`config.mk`:
```
export PLATFORM = sky130hd
export DESIGN_NAME = conv_y_out_fifo
export DESIGN_NICKNAME = d
export VERILOG_FILES = /design/src/rtl/conv_y_out_fifo.sv
export SDC_FILE = /design/constraint.sdc
export NUM_CORES = 1
export LEC_CHECK = 0
export ABC_AREA = 0
export CAP_MARGIN = 20
export CORE_MARGIN = 1.5
export CORE_UTILIZATION = 52
export DETAILED_ROUTE_END_ITERATION = 10
export PLACE_DENSITY = 0.72
export SLEW_MARGIN = 20
export SYNTH_ARGS = -nofsm -noshare
export SYNTH_HDL_FRONTEND = slang
export SYNTH_SLANG_ARGS = --single-unit
```
`constraint.sdc`:
```
create_clock -name clk -period 5 [get_ports clk]
set_input_delay 0.75 -clock clk [delete_from_list [all_inputs] [get_ports clk]]
set_output_delay 0.75 -clock clk [all_outputs]
set_load 0.02 [all_outputs]
```
`src/rtl/conv_y_out_fifo.sv`:
```
`default_nettype none
// ============================================================================
// Module   : conv_y_out_fifo
// Purpose  : Output buffer between the convolution core and its consumer.
//            Accepts accumulator results over a valid/ready handshake and
//            stores them in a first-word-fall-through FIFO. Presents them
//            downstream with a per-frame last marker. Lets the core keep
//            streaming while the consumer stalls, up to DEPTH results.
// Revision : 1.0 - initial release
// ----------------------------------------------------------------------------
// Compile-time option:
//   Y_SAT_EN - when defined, results are clamped to the signed OUT_WIDTH
//              range before storage. Memory and output width become
//              OUT_WIDTH, and sat_flag records any clamp. When undefined,
//              the full ACC_SIZE result is stored unchanged and sat_flag
//              is tied low.
// ----------------------------------------------------------------------------
// Parameters:
//   ACC_SIZE    - width of the incoming accumulator result
//   OUT_WIDTH   - output width when Y_SAT_EN is defined
//   DEPTH       - FIFO entries (power of two, >= 2)
//   NUM_OUTPUTS - results per frame
// Ports:
//   clk          in   sole clock, rising edge
//   reset        in   asynchronous active-low reset
//   s_valid_y    in   core result valid
//   s_ready_y    out  FIFO can accept a result (registered state only)
//   s_data_in_y  in   signed core result [ACC_SIZE]
//   m_valid_y    out  head entry valid
//   m_ready_y    in   consumer accepts head
//   m_data_out_y out  signed head data [OW]
//   m_last_y     out  head is the last result of its frame
//   fifo_count   out  entries currently held [$clog2(DEPTH)+1]
//   sat_flag     out  sticky saturation indicator
// ============================================================================
module conv_y_out_fifo #(
  parameter int ACC_SIZE    = 21,
  parameter int OUT_WIDTH   = 16,
  parameter int DEPTH       = 8,
  parameter int NUM_OUTPUTS = 97,
`ifdef Y_SAT_EN
  localparam int OW         = OUT_WIDTH,
`else
  localparam int OW         = ACC_SIZE,
`endif
  localparam int AW         = $clog2(DEPTH),
  localparam int CNT_W      = AW + 1
) (
  input  logic                clk,
  input  logic                reset,
  input  logic                s_valid_y,
  output logic                s_ready_y,
  input  logic [ACC_SIZE-1:0] s_data_in_y,
  output logic                m_valid_y,
  input  logic                m_ready_y,
  output logic [OW-1:0]       m_data_out_y,
  output logic                m_last_y,
  output logic [CNT_W-1:0]    fifo_count,
  output logic                sat_flag
);

  // Frame counter width; guard against a one-result frame.
  localparam int                 FRAME_W  = (NUM_OUTPUTS > 1) ? $clog2(NUM_OUTPUTS) : 1;
  localparam logic [FRAME_W-1:0] LAST_IDX = FRAME_W'(NUM_OUTPUTS - 1);
  localparam logic [CNT_W-1:0]   FULL_CNT = CNT_W'(DEPTH);
  localparam logic [CNT_W-1:0]   PTR_ONE  = CNT_W'(1);
  localparam logic [FRAME_W-1:0] FRM_ONE  = FRAME_W'(1);

  // Pointers carry one extra bit above the index so full and empty differ.
  logic [CNT_W-1:0]   wr_ptr;
  logic [CNT_W-1:0]   rd_ptr;
  logic [FRAME_W-1:0] out_cnt;
  logic [OW-1:0]      mem [DEPTH];
  logic [OW-1:0]      store_data;
  logic               push;
  logic               pop;

  // --------------------------------------------------------------------------
  // Status and handshake. Everything here depends only on registered
  // pointers, so s_ready_y has no path from m_ready_y: a pop on a full FIFO
  // frees its slot only from the next cycle on.
  // --------------------------------------------------------------------------
  assign fifo_count   = wr_ptr - rd_ptr;
  assign s_ready_y    = (fifo_count != FULL_CNT);
  assign m_valid_y    = (fifo_count != '0);
  assign push         = s_valid_y && s_ready_y;
  assign pop          = m_valid_y && m_ready_y;
  assign m_data_out_y = mem[rd_ptr[AW-1:0]];
  assign m_last_y     = m_valid_y && (out_cnt == LAST_IDX);

  // --------------------------------------------------------------------------
  // Optional saturation of the incoming result
  // --------------------------------------------------------------------------
`ifdef Y_SAT_EN
  // The value fits in OUT_WIDTH signed bits when all bits from the OUT_WIDTH
  // sign position upward agree. Otherwise the value clamps toward its sign.
  localparam int HDR_W = ACC_SIZE - OUT_WIDTH + 1;

  logic [HDR_W-1:0] hdr_bits;
  logic             clamp;
  logic             sat_q;

  assign hdr_bits = s_data_in_y[ACC_SIZE-1:OUT_WIDTH-1];
  assign clamp    = !((hdr_bits == '0) || (hdr_bits == '1));

  always_comb begin
    store_data = s_data_in_y[OW-1:0];
    if (clamp) begin
      if (s_data_in_y[ACC_SIZE-1]) begin
        store_data = {1'b1, {(OW-1){1'b0}}};
      end else begin
        store_data = {1'b0, {(OW-1){1'b1}}};
      end
    end
  end

  // Only clamps on accepted pushes count; a held-off value is not stored.
  always_ff @(posedge clk or negedge reset) begin
    if (!reset) begin
      sat_q <= 1'b0;
    end else if (push && clamp) begin
      sat_q <= 1'b1;
    end
  end

  assign sat_flag = sat_q;
`else
  assign store_data = s_data_in_y;
  assign sat_flag   = 1'b0;
`endif

  // --------------------------------------------------------------------------
  // Storage. Memory has no reset: a reset discards entries through the
  // pointers only.
  // --------------------------------------------------------------------------
  always_ff @(posedge clk) begin
    if (push) begin
      mem[wr_ptr[AW-1:0]] <= store_data;
    end
  end

  // --------------------------------------------------------------------------
  // Pointers and frame position
  // --------------------------------------------------------------------------
  always_ff @(posedge clk or negedge reset) begin
    if (!reset) begin
      wr_ptr  <= '0;
      rd_ptr  <= '0;
      out_cnt <= '0;
    end else begin
      if (push) begin
        wr_ptr <= wr_ptr + PTR_ONE;
      end
      if (pop) begin
        rd_ptr <= rd_ptr + PTR_ONE;
        if (out_cnt == LAST_IDX) begin
          out_cnt <= '0;
        end else begin
          out_cnt <= out_cnt + FRM_ONE;
        end
      end
    end
  end

endmodule
`default_nettype wire
```
After elaboration in Yosys (flattened, before gate mapping)
Memory sizes are Yosys's and may differ from the RTL's.
Cells that the tools add are included.
{"block": "totals", "in_bits": 25, "mem_bits_rw": 168, "wordCells": 17, "mem_count": 1, "register_bits": 15, "output_inout_bits": 29}
{"block": "op_classes", "muxes": 3, "reduce_logical": 4, "eq_ne": 2, "addsub": 4}
{"name": "mem", "words": 8, "width": 21, "read_ports": 1, "rd_clocked_by_memory_dff": 0, "write_ports": 1, "line_no": "73", "source": "logic [OW-1:0] mem [DEPTH];"}
{"op": "adder 4 x 1 -> 4 bit, second input constant", "n": 2}
{"op": "adder 7 x 1 -> 7 bit, second input constant", "n": 1}
{"op": "== test 7 bit, second input constant", "n": 1}
{"op": "two-way mux 7 bit", "n": 1}
{"op": "!= test 4 bit, second input constant", "n": 1}
{"op": "nonzero test 4 bit", "n": 1}
{"op": "subtractor 4 bit", "n": 1}
{"op": "logical AND 1 bit", "n": 3}
{"op": "two-way mux 1 bit", "n": 2}

Longest topological paths before layout
Gate-level depths: netlist of run 1.
{"block": "logic_depth", "depth_word": 5, "mapped_depth": 10, "ltp_nobuf": 9}

Worst setup path after synthesis of run 1
Ideal clock, no wire load.
{"block": "synth_timing", "kind": "register to register", "from": "register rd_ptr[1]", "to": "memory mem[0][0] in the netlist's numbering, enable pin", "synth_period_minus_slack_ns": 4.789, "required_ns": 4.548, "setup_time_ns": 0.452, "stages_incl_launch_ff": 10, "n_path_buf": 2, "arrival_ns": 4.337, "path_slack_ns": 0.211, "path_cell_list": "dfrtp_1 > buf_2 > buf_1 > inv_1 > fa_1 > xor2_1 > nor3_1 > o21ai_4 > nand2_2 > nor4_1"}
{"block": "synth_via", "elab_chain_cells": 5}
{"item": "from (decl)", "line_no": "71", "source": "logic [CNT_W-1:0] rd_ptr;"}
{"item": "from (signal assigned)", "line_no": "155", "source": "rd_ptr <= rd_ptr + PTR_ONE;"}
{"item": "subtractor 4 bit", "line_no": "83", "source": "assign fifo_count = wr_ptr - rd_ptr;"}
{"item": "via fifo_count[2]", "line_no": "58", "source": "output logic [CNT_W-1:0] fifo_count,"}
{"item": "!= test 4 bit", "line_no": "84", "source": "assign s_ready_y = (fifo_count != FULL_CNT);"}
{"item": "via s_ready_y", "line_no": "52", "source": "output logic s_ready_y,"}
{"item": "logical AND 1 bit", "line_no": "86", "source": "assign push = s_valid_y && s_ready_y;"}
{"item": "two-way mux 1 bit", "line_no": "137", "source": "if (push) begin"}
{"item": "two-way mux 1 bit (not written as such)", "line_no": "138", "source": "mem[wr_ptr[AW-1:0]] <= store_data;"}
{"item": "to (decl)", "line_no": "73"}
The timed path passes the listed nets, and every way through them passes these cells.

Final worst setup path of run 1
{"block": "layout_timing", "from": "register rd_ptr[0]", "to": "output port m_last_y"}
{"block": "layout_via", "elab_chain_cells": 3}
{"item": "subtractor 4 bit", "line_no": "83"}
{"item": "nonzero test 4 bit", "line_no": "85", "source": "assign m_valid_y = (fifo_count != '0);"}
{"item": "logical AND 1 bit", "line_no": "89", "source": "assign m_last_y = m_valid_y && (out_cnt == LAST_IDX);"}
{"item": "to (decl)", "line_no": "57", "source": "output logic m_last_y,"}
No other way between the ends.

==> flow_metrics.env, run 1 <==
export IMPL_numCtsBuffers=17
export IMPL_grt_pass1_wl_mm=20.6
export IMPL_fin_crit_ps=4060
export IMPL_synth_top_cell_area_share_pct=68.9
export IMPL_cp_slowest_stage_delay_ps=760
export IMPL_rows=43
export IMPL_fp_dieH_um=122
export IMPL_stdcell_count=650
export IMPL_tns_ps=0
export IMPL_whs_ps=491
export IMPL_area_growth_pct=18.5
export IMPL_cp_slowest_cell="dfrtp_2"
export IMPL_grt_total_usage_pct=19.6
export IMPL_dp_cells=618
export IMPL_async_reset_ff_share_pct=8.20
export IMPL_drc=0
export IMPL_fin_ws_ps=942
export IMPL_yosysTopAreaCell="edfxtp_1"
export IMPL_ff2ff_setup_slack_ps=1500
export IMPL_max_slew_margin_pct=48.0
export IMPL_synth_main_ff_cell="edfxtp_1"
export IMPL_min_to="out_cnt[4]$_DFFE_PN0P_"
export IMPL_tritoncts="yes"
export IMPL_worstReg2RegStart="rd_ptr[0]$_DFFE_PN0P_"
export IMPL_tightest_slew_ps=775
export IMPL_worstHoldPathCells=1
export IMPL_period_share_pct=81.2
export IMPL_vias=3614
export IMPL_postCtsHoldBufs=0
export IMPL_yosys_warnings=0
export IMPL_io_buffers=52
export IMPL_crit_chain="ha_1 -> inv_1 -> fa_1 -> xor2_1 -> nor3_1 -> nand3_1 -> and2_1 -> clkdlybuf4s50_1"
export IMPL_clkTransAtPathRegs_ps=60
export IMPL_antenna_left=0
export IMPL_grt_pass1_vias=3687
export IMPL_wl_mm=13.4
export IMPL_crit_path_max_fanout=19
export IMPL_hold_path_class="reg2reg"
export IMPL_r2r_cells=9
export IMPL_vias_per_cell=5.56
export IMPL_reg2reg_to="mem[4][15]$_DFFE_PP_"
export IMPL_synth_cell_types=42
export IMPL_die_x_um=122
export IMPL_cts_path_max_buffers=2
export IMPL_diodes=0
export IMPL_cap_violations=0
export IMPL_path_delay_family="flip-flops"
export IMPL_place_congestion=0.751
export IMPL_antenna_found_initial=0
export IMPL_synth_area_um2=7320
export IMPL_core_area_um2=13800
export IMPL_place_ws_ps=1310
export IMPL_start_kind="register"
export IMPL_skew_ps=10.7
export IMPL_wire_per_inst_um=20.6
export IMPL_critical_path_class="reg2out"
export IMPL_vdd_ir_drop_max_mv=0.288
export IMPL_nFillCells=946
export IMPL_first_pass_iters=4
export IMPL_hpwl_mm=7.39
export IMPL_worstPathArrival_ps=3310
export IMPL_drive_above_1_share_pct=21.7
export IMPL_synth_fp_nets=424
export IMPL_start_util_pct=52.9
export IMPL_p_per_area_nw_per_um2=643
export IMPL_hp_start="out_cnt[4]$_DFFE_PN0P_"
export IMPL_worst_path_buf_inv=2
export IMPL_hold_viol_final=0
export IMPL_htreeDepth=4
export IMPL_drtIter0Drc=252
export IMPL_synth_seq_cells=183
export IMPL_fmax_mhz=246
export IMPL_rsz0062_at_grt="no"
export IMPL_p_leak_nw=2.97
export IMPL_io_pins=54
export IMPL_grt_max_degree=46
export IMPL_outcome="complete, no violations"
export IMPL_setup_viol=0
export IMPL_final_util_pct=62.7
export IMPL_cts_root_buf="clkbuf_16"
export IMPL_power_mw=5.58
export IMPL_insertion_delay_ps=420
export IMPL_worst_ep_required_time_ps=4250
export IMPL_syn_area_per_cell_um2=18.7
export IMPL_worstSetupEndpointType="primary output"
export IMPL_synthTopCellsByArea="edfxtp_1 (69%), mux4_2 (13%), dfrtp_1 (5.1%)"
export IMPL_postCtsSetupRepairBufs=0
export IMPL_finalMaxSlewViolations=0
export IMPL_post_cts_resized=0
export IMPL_synth_enable_flop_cells=168
export IMPL_fin_area_um2=8670
export IMPL_dpl_cell_area_um2=8110
export IMPL_synth_seq_area_share_pct=74.1
export IMPL_syn_inst=391
export IMPL_die_area_um2=14800
export IMPL_final_nets=490
export IMPL_clock_sinks=183
export IMPL_grt_ovfl_total=0
[layout make-up]
class | instances | area (µm²) | area share (%)
Clock buffer | 18 | 429 | 4.95
Clock inverter | 14 | 133 | 1.53
Inverter | 9 | 33.8 | 0.389
Multi-Input combinational cell | 182 | 1820 | 21.0
Sequential cell | 183 | 5420 | 62.5
Tap cell | 180 | 225 | 2.60
Timing Repair Buffer | 64 | 611 | 7.04
[cell families after synthesis]
logic type / after synthesis / synth area share (%)
muxes: 46 / 13.6
other: 1 / 0.0512
buffers and inverters: 26 / 1.59
DFF: 183 / 74.1
and+or+nand+nor: 105 / 6.27
AOI/OAI and AO/OA: 12 / 1.66
adders and majority gates: 8 / 1.47
xor gates and xnor gates: 10 / 1.30
[cells in the mapped netlist, types with 2 or more instances]
master and count:
a21o_1 2, o41ai_2 2, buf_1 3, edfxtp_1 168, nor2_1 11, ha_1 7
buf_2 6, nor3_1 9, xnor2_1 5, xor2_1 4, o21ai_1 2, inv_1 9
mux2_1 2, nand3_1 5, nand2_1 69, clkbuf_1 6, mux4_2 42, dfrtp_1 15
[worst max path at each step]
stage | endpoint | from | slack [ps] | cells after the start
floorplan | mem[0][0]$_DFFE_PP_ | rd_ptr[1]$_DFFE_PN0P_ | 210 | 9
global placement | m_last_y | rd_ptr[0]$_DFFE_PN0P_ | 1360 | 8
detailed placement | m_last_y | rd_ptr[0]$_DFFE_PN0P_ | 1310 | 8
CTS | m_last_y | rd_ptr[0]$_DFFE_PN0P_ | 860 | 8
global route | m_last_y | rd_ptr[0]$_DFFE_PN0P_ | 710 | 8
finish | m_last_y | rd_ptr[0]$_DFFE_PN0P_ | 940 | 8
[state kept, by name, indices dropped and copies added, names as in the netlist]
name     flops
mem        168
out_cnt      7
rd_ptr       4
wr_ptr       4
[cells in the final DEF (no fill, tap or decap), drive strengths merged, types with 2 or more instances in the layout]
cell type and count:
clkinvlp 3, mux2 4, clkinv 7, nor2 11, edfxtp 168, o31ai 2
clkbuf 18, xnor2 5, buf 12, nor3 10, inv 11, nand3 5
dfrtp 15, o21ai 4, o41ai 2, clkdlybuf4s50 52, nand2 70, or3 2
ha 7, a21o 2, xor2 5, bufinv 2, mux4 42
[metal layers]
layer,vias up,routed length (µm),GRT usage [%]
met3,11,490,4.40
met4,0,165,7.06
met5,-,0,0
met1,1875,5670,25.3
li1,1650,-,-
met2,78,7050,32.9
[report_power, final]
part	total (mW)	switching, mW	leakage [nW]	internal (mW)
logic	2.17	1.17	1.00	0.999
registers	2.14	0.166	1.70	1.97
clock network	1.27	0.542	0.268	0.730
total	5.58	1.87	2.97	3.70
(Power assumes the default switching activity.)
==> run 2: changes to the inputs <==
==> constraint.sdc (replaced) <==
create_clock -name clk -period 3.8 [get_ports clk]
set_input_delay 0.57 -clock clk [delete_from_list [all_inputs] [get_ports clk]]
set_output_delay 0.57 -clock clk [all_outputs]
set_load 0.02 [all_outputs]
==> flow_metrics.env, run 2 (synthesis gave the netlist of run 1 again) <==
export IMPL_outcome="complete, no violations"
export IMPL_grt_total_usage_pct=20.1
export IMPL_worst_ep_required_time_ps=3230
export IMPL_cts_root_buf="clkbuf_16"
export IMPL_cts_path_max_buffers=2
export IMPL_grt_use_met3_pct=4.35
export IMPL_drive_above_1_share_pct=23.6
export IMPL_insertion_delay_ps=430
export IMPL_diodes=0
export IMPL_layout_common_cells="edfxtp_1 (168), nand2_1 (69), clkdlybuf4s50_1 (52)"
export IMPL_place_ws_ps=705
export IMPL_drtIter0Drc=249
export IMPL_start_util_pct=52.9
export IMPL_critical_path_class="reg2out"
export IMPL_core_area_um2=13800
export IMPL_wire_per_inst_um=20.6
export IMPL_postCtsSetupRepairBufs=0
export IMPL_grt_max_degree=46
export IMPL_clkTransAtPathRegs_ps=70
export IMPL_die_area_um2=14800
export IMPL_grt_pass1_wl_mm=21.2
export IMPL_largest_reg_flops=168
export IMPL_setup_viol=0
export IMPL_rsz0062_at_grt="no"
export IMPL_grtUsageMet1_pct=26.6
export IMPL_io_buffers=52
export IMPL_area_growth_pct=20.8
export IMPL_first_pass_iters=4
export IMPL_p_per_area_nw_per_um2=862
export IMPL_crit_path_max_fanout=7
export IMPL_place_congestion=0.783
export IMPL_stdcell_count=658
export IMPL_numCtsBuffers=17
export IMPL_finalMaxSlewViolations=0
export IMPL_grt_pass1_vias=3797
export IMPL_post_cts_resized=0
export IMPL_use_met2_pct=32.7
export IMPL_vias=3684
export IMPL_antenna_found_initial=0
export IMPL_vdd_ir_drop_max_mv=0.452
export IMPL_wl_mm=13.6
export IMPL_start_kind="register"
export IMPL_worstPathArrival_ps=2960
export IMPL_die_x_um=122
export IMPL_vias_per_cell=5.60
export IMPL_p_leak_nw=3.06
export IMPL_hpwl_mm=8.08
export IMPL_hold_path_class="reg2reg"
export IMPL_fin_crit_ps=3530
export IMPL_final_common_cell="edfxtp_1"
export IMPL_max_slew_margin_pct=51.2
export IMPL_drc=0
export IMPL_top_usage_layer="met2"
export IMPL_final_nets=498
export IMPL_tightest_slew_ps=730
export IMPL_rows=43
export IMPL_clock_sinks=183
export IMPL_htreeDepth=4
export IMPL_io_pins=54
export IMPL_grt_ovfl_total=0
export IMPL_hold_viol_final=0
export IMPL_fp_dieH_um=122
export IMPL_fin_ws_ps=269
export IMPL_period_share_pct=92.9
export IMPL_tritoncts="yes"
export IMPL_dp_cells=626
export IMPL_worstSetupEndpointType="primary output"
export IMPL_postCtsHoldBufs=0
export IMPL_fmax_mhz=283
export IMPL_cap_violations=0
export IMPL_skew_ps=8.28
export IMPL_antenna_left=0
run 2: cell types whose count changed in the layout (fill, tap and decap cells not counted), sizes merged:
cell    delta
buf        +8
bufinv     +2
clkinv     -3
inv        +1
run 2: area by class of cell:
type	count	area, µm²
flip-flops and latches	183	5420
fillers	912	4990
multi-input cells	182	1830
repair buffers	72	696
clock buffers	18	429
well taps	180	225
clock inverters	14	198
inverters	9	33.8
run 2: final timing paths:
path / endpoint / slack [ps] / startpoint / depth (start not counted)
min in group asynchronous: out_cnt[6]$_DFFE_PN0P_ / 570 / reset / 1
worst max register to register: mem[6][10]$_DFFE_PP_ / 840 / wr_ptr[0]$_DFFE_PN0P_ / 11
worst max-delay path: m_last_y / 270 / wr_ptr[0]$_DFFE_PN0P_ / 9
worst min-delay path: out_cnt[4]$_DFFE_PN0P_ / 510 / out_cnt[4]$_DFFE_PN0P_ / 1
max in group asynchronous: rd_ptr[0]$_DFFE_PN0P_ / 2720 / reset / 1
worst min register to register: out_cnt[4]$_DFFE_PN0P_ / 510 / out_cnt[4]$_DFFE_PN0P_ / 1
run 2: critical path, stage by stage (launching register included):
cell and delay [ps]:
dfrtp_1 550, inv_1 110, ha_1 220, inv_1 70
fa_1 450, nor3_1 190, buf_4 160, nand3_1 100
and2_1 160, clkdlybuf4s50_1 530
run 2: metrics by stage:
| step | hold WS, ps | util, % | setup TNS [ps] | cell area [µm²] | total power [mW] |
|---|---|---|---|---|---|
| 6_report | 508 | 63.9 | 0 | 8840 | 7.61 |
| 5_1_grt | 538 | 63.9 | 0 | 8840 | 7.99 |
| 4_1_cts | 505 | 63.9 | 0 | 8840 | 7.70 |
| 3_5_place_dp | 493 | 59.4 | 0 | 8210 | 5.85 |
| 3_3_place_gp | 483 | 59.4 | 0 | 8210 | 5.79 |
| 2_1_floorplan | 274 | - | -30330 | 7330 | 4.70 |
run 2: where the power goes:
part           internal (mW)  switching [mW]  leakage, nW
sequential              2.59           0.177         1.70
combinational           1.38            1.62         1.05
clock                   1.11           0.741        0.296
total                   5.08            2.54         3.06
run 2: per-layer routing:
layer	wire length, µm	share of wire [%]
met1	5810	43
met2	6830	50
met3	641	4.7
met4	300	2.2
met5	0	0
